File: config.mk
export PLATFORM = sky130hd
export DESIGN_NAME = regbank_banked_flat
export DESIGN_NICKNAME = d
export VERILOG_FILES = /design/src/rtl/regbank_banked_if.sv /design/src/rtl/regbank_banked.sv /design/src/flat_wrapper.sv
export SDC_FILE = /design/constraint.sdc
export NUM_CORES = 2
export LEC_CHECK = 0
export ABC_AREA = 1
export CAP_MARGIN = 20
export CORE_MARGIN = 1
export CORE_UTILIZATION = 30
export CTS_BUF_LIST = sky130_fd_sc_hd__clkbuf_4 sky130_fd_sc_hd__clkbuf_8 sky130_fd_sc_hd__clkbuf_16
export DETAILED_ROUTE_END_ITERATION = 12
export PLACE_DENSITY = 0.53
export SYNTH_ARGS = -nofsm -noshare
export SYNTH_HDL_FRONTEND = slang
export SYNTH_SLANG_ARGS = --single-unit
File: constraint.sdc
create_clock -name clock -period 3.6 [get_ports clock]
set_input_delay 0.72 -clock clock [delete_from_list [all_inputs] [get_ports clock]]
set_output_delay 0.72 -clock clock [all_outputs]
set_load 0.01 [all_outputs]
File: src/rtl/regbank_banked_if.sv
// Bus between the decode/ALU/memory stages and the banked register file.
// The master side drives commit controls; the slave side returns register views.
interface regbank_banked_if #(
    parameter int REGISTER_LENGTH = 32,
    parameter int ADDR_WIDTH      = 14,
    parameter int MODE_WIDTH      = 2
) ();
    logic                       enable;
    logic                       should_branch;
    logic [2:0]                 control;
    logic [3:0]                 register_source_A;
    logic [3:0]                 register_source_B;
    logic [3:0]                 register_Dest;
    logic [REGISTER_LENGTH-1:0] ALU_result;
    logic [REGISTER_LENGTH-1:0] data_from_memory;
    logic [REGISTER_LENGTH-1:0] new_SP;
    logic [ADDR_WIDTH-1:0]      new_PC;
    logic [MODE_WIDTH-1:0]      target_mode;
    logic [REGISTER_LENGTH-1:0] read_data_A;
    logic [REGISTER_LENGTH-1:0] read_data_B;
    logic [REGISTER_LENGTH-1:0] current_PC;
    logic [REGISTER_LENGTH-1:0] current_SP;
    logic [REGISTER_LENGTH-1:0] memory_output;
    logic [MODE_WIDTH-1:0]      current_mode;
    logic                       privileged;
    logic                       fault;

    modport master (
        output enable, should_branch, control,
        output register_source_A, register_source_B, register_Dest,
        output ALU_result, data_from_memory, new_SP, new_PC, target_mode,
        input  read_data_A, read_data_B, current_PC, current_SP,
        input  memory_output, current_mode, privileged, fault
    );

    modport slave (
        input  enable, should_branch, control,
        input  register_source_A, register_source_B, register_Dest,
        input  ALU_result, data_from_memory, new_SP, new_PC, target_mode,
        output read_data_A, read_data_B, current_PC, current_SP,
        output memory_output, current_mode, privileged, fault
    );
endinterface

File: src/rtl/regbank_banked.sv
// Register file plus PC with SP (R14) and LR (R13) banked per execution mode.
// Supports one-level-per-mode enter/return, forwarded registered reads and a fault pulse.
module regbank_banked #(
    parameter int          DATA_AREA_START = 8192,
    parameter int          REGISTER_LENGTH = 32,
    parameter logic [31:0] MAX_NUMBER      = 32'hffffffff,
    parameter int          ADDR_WIDTH      = 14,
    parameter int          NUM_MODES       = 4,
    parameter int          MODE_WIDTH      = 2
) (
    input logic        clock,
    input logic        reset,
    regbank_banked_if.slave bus
);
    localparam int RL  = REGISTER_LENGTH;
    localparam int PAD = RL - ADDR_WIDTH;
    localparam logic [RL-1:0] DAS = RL'(DATA_AREA_START);
    localparam logic [RL-1:0] MAX = RL'(MAX_NUMBER);

    logic [RL-1:0]         gpr_q [0:12];
    logic [RL-1:0]         gpr_d [0:12];
    logic [RL-1:0]         sp_q  [0:NUM_MODES-1];
    logic [RL-1:0]         sp_d  [0:NUM_MODES-1];
    logic [RL-1:0]         lr_q  [0:NUM_MODES-1];
    logic [RL-1:0]         lr_d  [0:NUM_MODES-1];
    logic [MODE_WIDTH-1:0] sv_q  [0:NUM_MODES-1];
    logic [MODE_WIDTH-1:0] sv_d  [0:NUM_MODES-1];
    logic [RL-1:0]         pc_q, pc_d, pc_seq, wdata;
    logic [MODE_WIDTH-1:0] mode_q, mode_d;
    logic [RL-1:0]         rda_q, rda_d, rdb_q, rdb_d, mem_view;
    logic                  fault_q, fault_d;
    logic                  rd_bad, tgt_ok;

    assign pc_seq = {{PAD{1'b0}}, bus.new_PC};
    assign rd_bad = bus.register_Dest >= 4'd14;
    assign tgt_ok = (bus.target_mode != '0) &&
                    (int'(bus.target_mode) < NUM_MODES);
    assign wdata  = (bus.control == 3'd3) ? bus.data_from_memory
                                          : bus.ALU_result;

    always_comb begin
        gpr_d   = gpr_q;
        sp_d    = sp_q;
        lr_d    = lr_q;
        sv_d    = sv_q;
        pc_d    = pc_q;
        mode_d  = mode_q;
        fault_d = 1'b0;
        if (bus.enable) begin
            pc_d = bus.should_branch ? bus.ALU_result : pc_seq;
            sp_d[mode_q] = bus.new_SP;
            unique case (bus.control)
                3'd1, 3'd3: begin
                    if (rd_bad)
                        fault_d = 1'b1;
                    else if (bus.register_Dest == 4'd13)
                        lr_d[mode_q] = wdata;
                    else
                        gpr_d[bus.register_Dest] = wdata;
                end
                3'd2: begin
                    gpr_d[0]     = DAS;
                    sp_d[mode_q] = MAX;
                end
                3'd4: begin
                    if (tgt_ok) begin
                        lr_d[bus.target_mode] = pc_q;
                        sv_d[bus.target_mode] = mode_q;
                        mode_d = bus.target_mode;
                    end else begin
                        fault_d = 1'b1;
                    end
                end
                3'd5: begin
                    if (mode_q != '0) begin
                        pc_d   = lr_q[mode_q];
                        mode_d = sv_q[mode_q];
                    end else begin
                        fault_d = 1'b1;
                    end
                end
                default: ;
            endcase
        end
    end

    // Read ports see the post-edge state, so a same-edge write is forwarded.
    always_comb begin
        rda_d = gpr_d[0];
        case (bus.register_source_A)
            4'd15:   rda_d = pc_d;
            4'd14:   rda_d = sp_d[mode_d];
            4'd13:   rda_d = lr_d[mode_d];
            default: rda_d = gpr_d[bus.register_source_A];
        endcase
        rdb_d = gpr_d[0];
        case (bus.register_source_B)
            4'd15:   rdb_d = pc_d;
            4'd14:   rdb_d = sp_d[mode_d];
            4'd13:   rdb_d = lr_d[mode_d];
            default: rdb_d = gpr_d[bus.register_source_B];
        endcase
        mem_view = gpr_q[0];
        case (bus.register_Dest)
            4'd15:   mem_view = pc_q;
            4'd14:   mem_view = sp_q[mode_q];
            4'd13:   mem_view = lr_q[mode_q];
            default: mem_view = gpr_q[bus.register_Dest];
        endcase
    end

    always_ff @(posedge clock) begin
        if (!reset) begin
            gpr_q[0] <= DAS;
            pc_q     <= pc_seq;
            for (int i = 0; i < NUM_MODES; i++) begin
                sp_q[i] <= MAX;
                lr_q[i] <= '0;
                sv_q[i] <= '0;
            end
            mode_q  <= '0;
            rda_q   <= '0;
            rdb_q   <= '0;
            fault_q <= 1'b0;
        end else begin
            gpr_q   <= gpr_d;
            pc_q    <= pc_d;
            sp_q    <= sp_d;
            lr_q    <= lr_d;
            sv_q    <= sv_d;
            mode_q  <= mode_d;
            rda_q   <= rda_d;
            rdb_q   <= rdb_d;
            fault_q <= fault_d;
        end
    end

    assign bus.read_data_A   = rda_q;
    assign bus.read_data_B   = rdb_q;
    assign bus.current_PC    = pc_q;
    assign bus.current_SP    = sp_q[mode_q];
    assign bus.memory_output = mem_view;
    assign bus.current_mode  = mode_q;
    assign bus.privileged    = (mode_q != '0);
    assign bus.fault         = fault_q;
endmodule
File: src/flat_wrapper.sv
// flat-port wrapper written by rule: the top's interface ports become plain ports
module regbank_banked_flat 
#(
    parameter int          DATA_AREA_START = 8192,
    parameter int          REGISTER_LENGTH = 32,
    parameter logic [31:0] MAX_NUMBER      = 32'hffffffff,
    parameter int          ADDR_WIDTH      = 14,
    parameter int          NUM_MODES       = 4,
    parameter int          MODE_WIDTH      = 2
)
  (clock, reset, bus_enable, bus_should_branch, bus_control, bus_register_source_A, bus_register_source_B, bus_register_Dest, bus_ALU_result, bus_data_from_memory, bus_new_SP, bus_new_PC, bus_target_mode, bus_read_data_A, bus_read_data_B, bus_current_PC, bus_current_SP, bus_memory_output, bus_current_mode, bus_privileged, bus_fault);
  regbank_banked_if #(.REGISTER_LENGTH(REGISTER_LENGTH), .ADDR_WIDTH(ADDR_WIDTH), .MODE_WIDTH(MODE_WIDTH)) bus_i ();
  input logic clock;
  input logic reset;
  input wire logic [$bits(bus_i.enable)-1:0] bus_enable;
  input wire logic [$bits(bus_i.should_branch)-1:0] bus_should_branch;
  input wire logic [$bits(bus_i.control)-1:0] bus_control;
  input wire logic [$bits(bus_i.register_source_A)-1:0] bus_register_source_A;
  input wire logic [$bits(bus_i.register_source_B)-1:0] bus_register_source_B;
  input wire logic [$bits(bus_i.register_Dest)-1:0] bus_register_Dest;
  input wire logic [$bits(bus_i.ALU_result)-1:0] bus_ALU_result;
  input wire logic [$bits(bus_i.data_from_memory)-1:0] bus_data_from_memory;
  input wire logic [$bits(bus_i.new_SP)-1:0] bus_new_SP;
  input wire logic [$bits(bus_i.new_PC)-1:0] bus_new_PC;
  input wire logic [$bits(bus_i.target_mode)-1:0] bus_target_mode;
  output wire logic [$bits(bus_i.read_data_A)-1:0] bus_read_data_A;
  output wire logic [$bits(bus_i.read_data_B)-1:0] bus_read_data_B;
  output wire logic [$bits(bus_i.current_PC)-1:0] bus_current_PC;
  output wire logic [$bits(bus_i.current_SP)-1:0] bus_current_SP;
  output wire logic [$bits(bus_i.memory_output)-1:0] bus_memory_output;
  output wire logic [$bits(bus_i.current_mode)-1:0] bus_current_mode;
  output wire logic [$bits(bus_i.privileged)-1:0] bus_privileged;
  output wire logic [$bits(bus_i.fault)-1:0] bus_fault;
  assign bus_i.enable = bus_enable;
  assign bus_i.should_branch = bus_should_branch;
  assign bus_i.control = bus_control;
  assign bus_i.register_source_A = bus_register_source_A;
  assign bus_i.register_source_B = bus_register_source_B;
  assign bus_i.register_Dest = bus_register_Dest;
  assign bus_i.ALU_result = bus_ALU_result;
  assign bus_i.data_from_memory = bus_data_from_memory;
  assign bus_i.new_SP = bus_new_SP;
  assign bus_i.new_PC = bus_new_PC;
  assign bus_i.target_mode = bus_target_mode;
  assign bus_read_data_A = bus_i.read_data_A;
  assign bus_read_data_B = bus_i.read_data_B;
  assign bus_current_PC = bus_i.current_PC;
  assign bus_current_SP = bus_i.current_SP;
  assign bus_memory_output = bus_i.memory_output;
  assign bus_current_mode = bus_i.current_mode;
  assign bus_privileged = bus_i.privileged;
  assign bus_fault = bus_i.fault;
  regbank_banked #(.DATA_AREA_START(DATA_AREA_START), .REGISTER_LENGTH(REGISTER_LENGTH), .MAX_NUMBER(MAX_NUMBER), .ADDR_WIDTH(ADDR_WIDTH), .NUM_MODES(NUM_MODES), .MODE_WIDTH(MODE_WIDTH)) u_core (.clock(clock), .reset(reset), .bus(bus_i));
endmodule
==> impl_metrics.yaml <==
timing:
  skew_ps: 36.3
  setup_violations: 4
  period_needed_ps: 3690
  timing.slew.headroom: 0.478
  worst_pin_slew_ps: 782
  slew_viol_final: 0
  fmax_mhz: 271
  final_hold_viol_count: 0
  rsz0062_at_grt: "yes"
  post-route-period-util: 1.02
  fin_ws_ps: -88.1
floorplan:
  start_util: 0.303
  die_y_um: 424
  coreArea_mm2: 0.176
  rows: 154
  die_x_um: 424
  io-pin-count: 295
  dieArea_mm2: 0.180
place:
  gp_congestion: 1.04
  dp_hpwl_um: 228000
  placed_area_mm2: 0.0682
  io_buffers: 294
global_route:
  grt_usage: 0.337
  grt-ovfl-total: 0
  grt_max_degree: 86
  grt_pass1_wl_um: 441000
  grt_pass1_vias: 60303
  antenna_found_initial: 9
synth:
  syn_nets: 8532
  syn_area_mm2: 0.0534
  syn_inst: 8401
  synth_area_leaders: "edfxtp_1, nand2_1, dfxtp_1"
  ys_seq_area_frac: 0.364
  synth_seq_cells: 777
  avgSynthCellArea_um2: 6.35
  synth_area_leader_cell: "edfxtp_1"
  ys_warn_count: 0
  synth_top_area_share: 0.216
  synth.distinct_cells: 48
worst_setup_path:
  worstSetupPathType: "flip-flop to primary output"
  worst_ep_arrival_time_ps: 2970
  cp-start-kind: "flip-flop"
  cp.required_ps: 2880
  crit_path_end_kind: "primary output"
  crit_path_max_fanout: 7
power:
  internal_power_mw: 18.2
  p_per_area_mw_per_mm2: 364
  p_sw_frac: 0.323
  switchingPower_mw: 8.69
  pwr-share-comb: 0.226
  clockPowerShare: 0.402
  leakage_nw: 33.4
  p_total_mw: 26.9
  peakVddDrop_mv: 0.365
  pwr-share-seq: 0.371
clock_network:
  cts-root-buf: "clkbuf_16"
  cts_max_path_buffers: 3
  htreeDepth: 3
  clk_pin_slew_ps: 60
  clkLatencyLatePin_ps: 770
  numCtsBuffers: 99
  cts_tree: "done"
  clkSinkCount: 777
route:
  vias_per_cell: 5.60
  drt-pass1-iter-count: 11
  drtIter0Drc: 9801
  drt-total-wl_um: 315000
  ant_nets: 0
  vias: 66376
  drc_errors: 4
  wl_per_cell_um: 26.6
finish:
  utilization: 0.420
  finalInstanceArea_mm2: 0.0740
  final_layout_size_suffix_gt1_frac: 0.183
  final_nets: 9565
  syn_to_final_growth_pct: 38.6
run:
  maxCapViolCount: 0
min_path:
  hold_class: "input port to flip-flop"
status:
  violations: "DRC, setup timing"
  status: "finished, violations left"
state kept, by name, summed over array words and instances (netlist names), 2 cells and up:
name	cells
u_core.bus.current_PC	32
u_core.bus.current_mode	2
u_core.bus.read_data_A	32
u_core.bus.read_data_B	32
u_core.gpr_q	416
u_core.lr_q	128
u_core.sp_q	128
u_core.sv_q	6
Yosys cell counts (all sizes together):
cell type	count
a21oi	379
a211oi	10
o211ai	33
nand2	3033
and3	1
a221oi	15
o21ai	576
buf	189
nand4	94
nand3	1025
nor2	381
o221ai	42
or2	6
edfxtp	384
inv	847
o41a	1
mux2i	4
a21boi	3
a22oi	162
o22ai	149
o2111ai	2
nor3	10
o21bai	4
nor4	1
a32oi	4
clkbuf	396
a41oi	11
clkinv	4
dfxtp	393
o21a	7
and2	215
a2bb2oi	1
a221o	1
nand3b	1
a31oi	17
cells by family after synthesis:
group	share of synthesized area
and+or+nand+nor	0.377
buffers and inverters	0.105
AOI/OAI and AO/OA	0.154
DFF	0.364
muxes	0.000750
power groups by stage:
stage | Sequential [mW] | Combinational, mW | Clock [mW]
4_1_cts | 9.98 | 5.86 | 10.9
3_3_place_gp | 10.2 | 5.64 | 0
5_1_grt | 10.0 | 6.34 | 11.2
3_5_place_dp | 10.2 | 5.66 | 0
2_1_floorplan | 10.1 | 2.43 | 0
6_report | 10.0 | 6.10 | 10.8
repair_timing:
item / in CTS / in global routing
hold buffers: 0 / 0
gates resized for setup: 360 / 69
gates cloned: 9 / 2
pin swaps: 64 / 57
setup endpoints to repair: 50 / 35
setup buffers: 46 / 24
layout by cell type, fill, tap and decap left out, types with 215 or more instances in the layout:
master / synthesis / layout
nand2_1: 3029 / 2995
nand3_1: 1018 / 1001
buf_4: 13 / 975
inv_1: 819 / 812
dfxtp_1: 393 / 391
edfxtp_1: 384 / 384
o21ai_0: 357 / 348
nor2_1: 374 / 343
a21oi_1: 379 / 339
clkdlybuf4s50_1: 0 / 246
and2_1: 215 / 215
worst max-delay path, cell delays in order (launching register included):
cell and delay (ps):
dfxtp_4 420, inv_2 90, nand2_4 110, buf_12 150, buf_4 150, buf_4 140
o221ai_4 110, a21oi_2 200, o22ai_2 100, a21oi_2 140, buf_4 160, a32oi_1 60
buf_4 160, clkdlybuf4s15_2 220
cell type report:
type	count	area [um^2]
repair buffers	1517	15000
fillers	18326	102000
clock inverters	45	449
inverters	851	3220
flip-flops and latches	777	19400
well taps	2340	2930
multi-input cells	6188	29900
clock buffers	140	3010
diodes	4	10.0
stage by stage:
step                      cells  hold WS, ps  worst slack (ps)  setup TNS [ps]
after CTS                 11837          335              -201            -632
after detailed placement  11600          484             -1100          -49800
after global placement    11600          475             -1080          -48330
after global routing      11859          392              -110            -520
final                     11862          385             -88.1            -235
after floorplan            8401          465               576               0
per-layer routing:
metal | vias to the layer above | track usage | wire (um)
li1 | 29768 | - | -
met3 | 982 | 0.0682 | 35300
met4 | 4 | 0.216 | 23300
met5 | - | 0 | 25
met1 | 31042 | 0.439 | 123000
met2 | 4580 | 0.505 | 133000
final timing paths:
kind	depth (start not counted)	slack, ps	endpoint	from
setup / recovery	13	-90	bus_memory_output[3]	u_core.bus.current_mode[0]
hold reg to reg	2	490	u_core.lr_q[74]	u_core.lr_q[74]
setup reg to reg	19	490	u_core.bus.read_data_B[29]	u_core.bus.current_mode[1]
hold / removal	2	390	u_core.gpr_q[397]	reset
No activity file was read; power rests on OpenSTA's default activity.
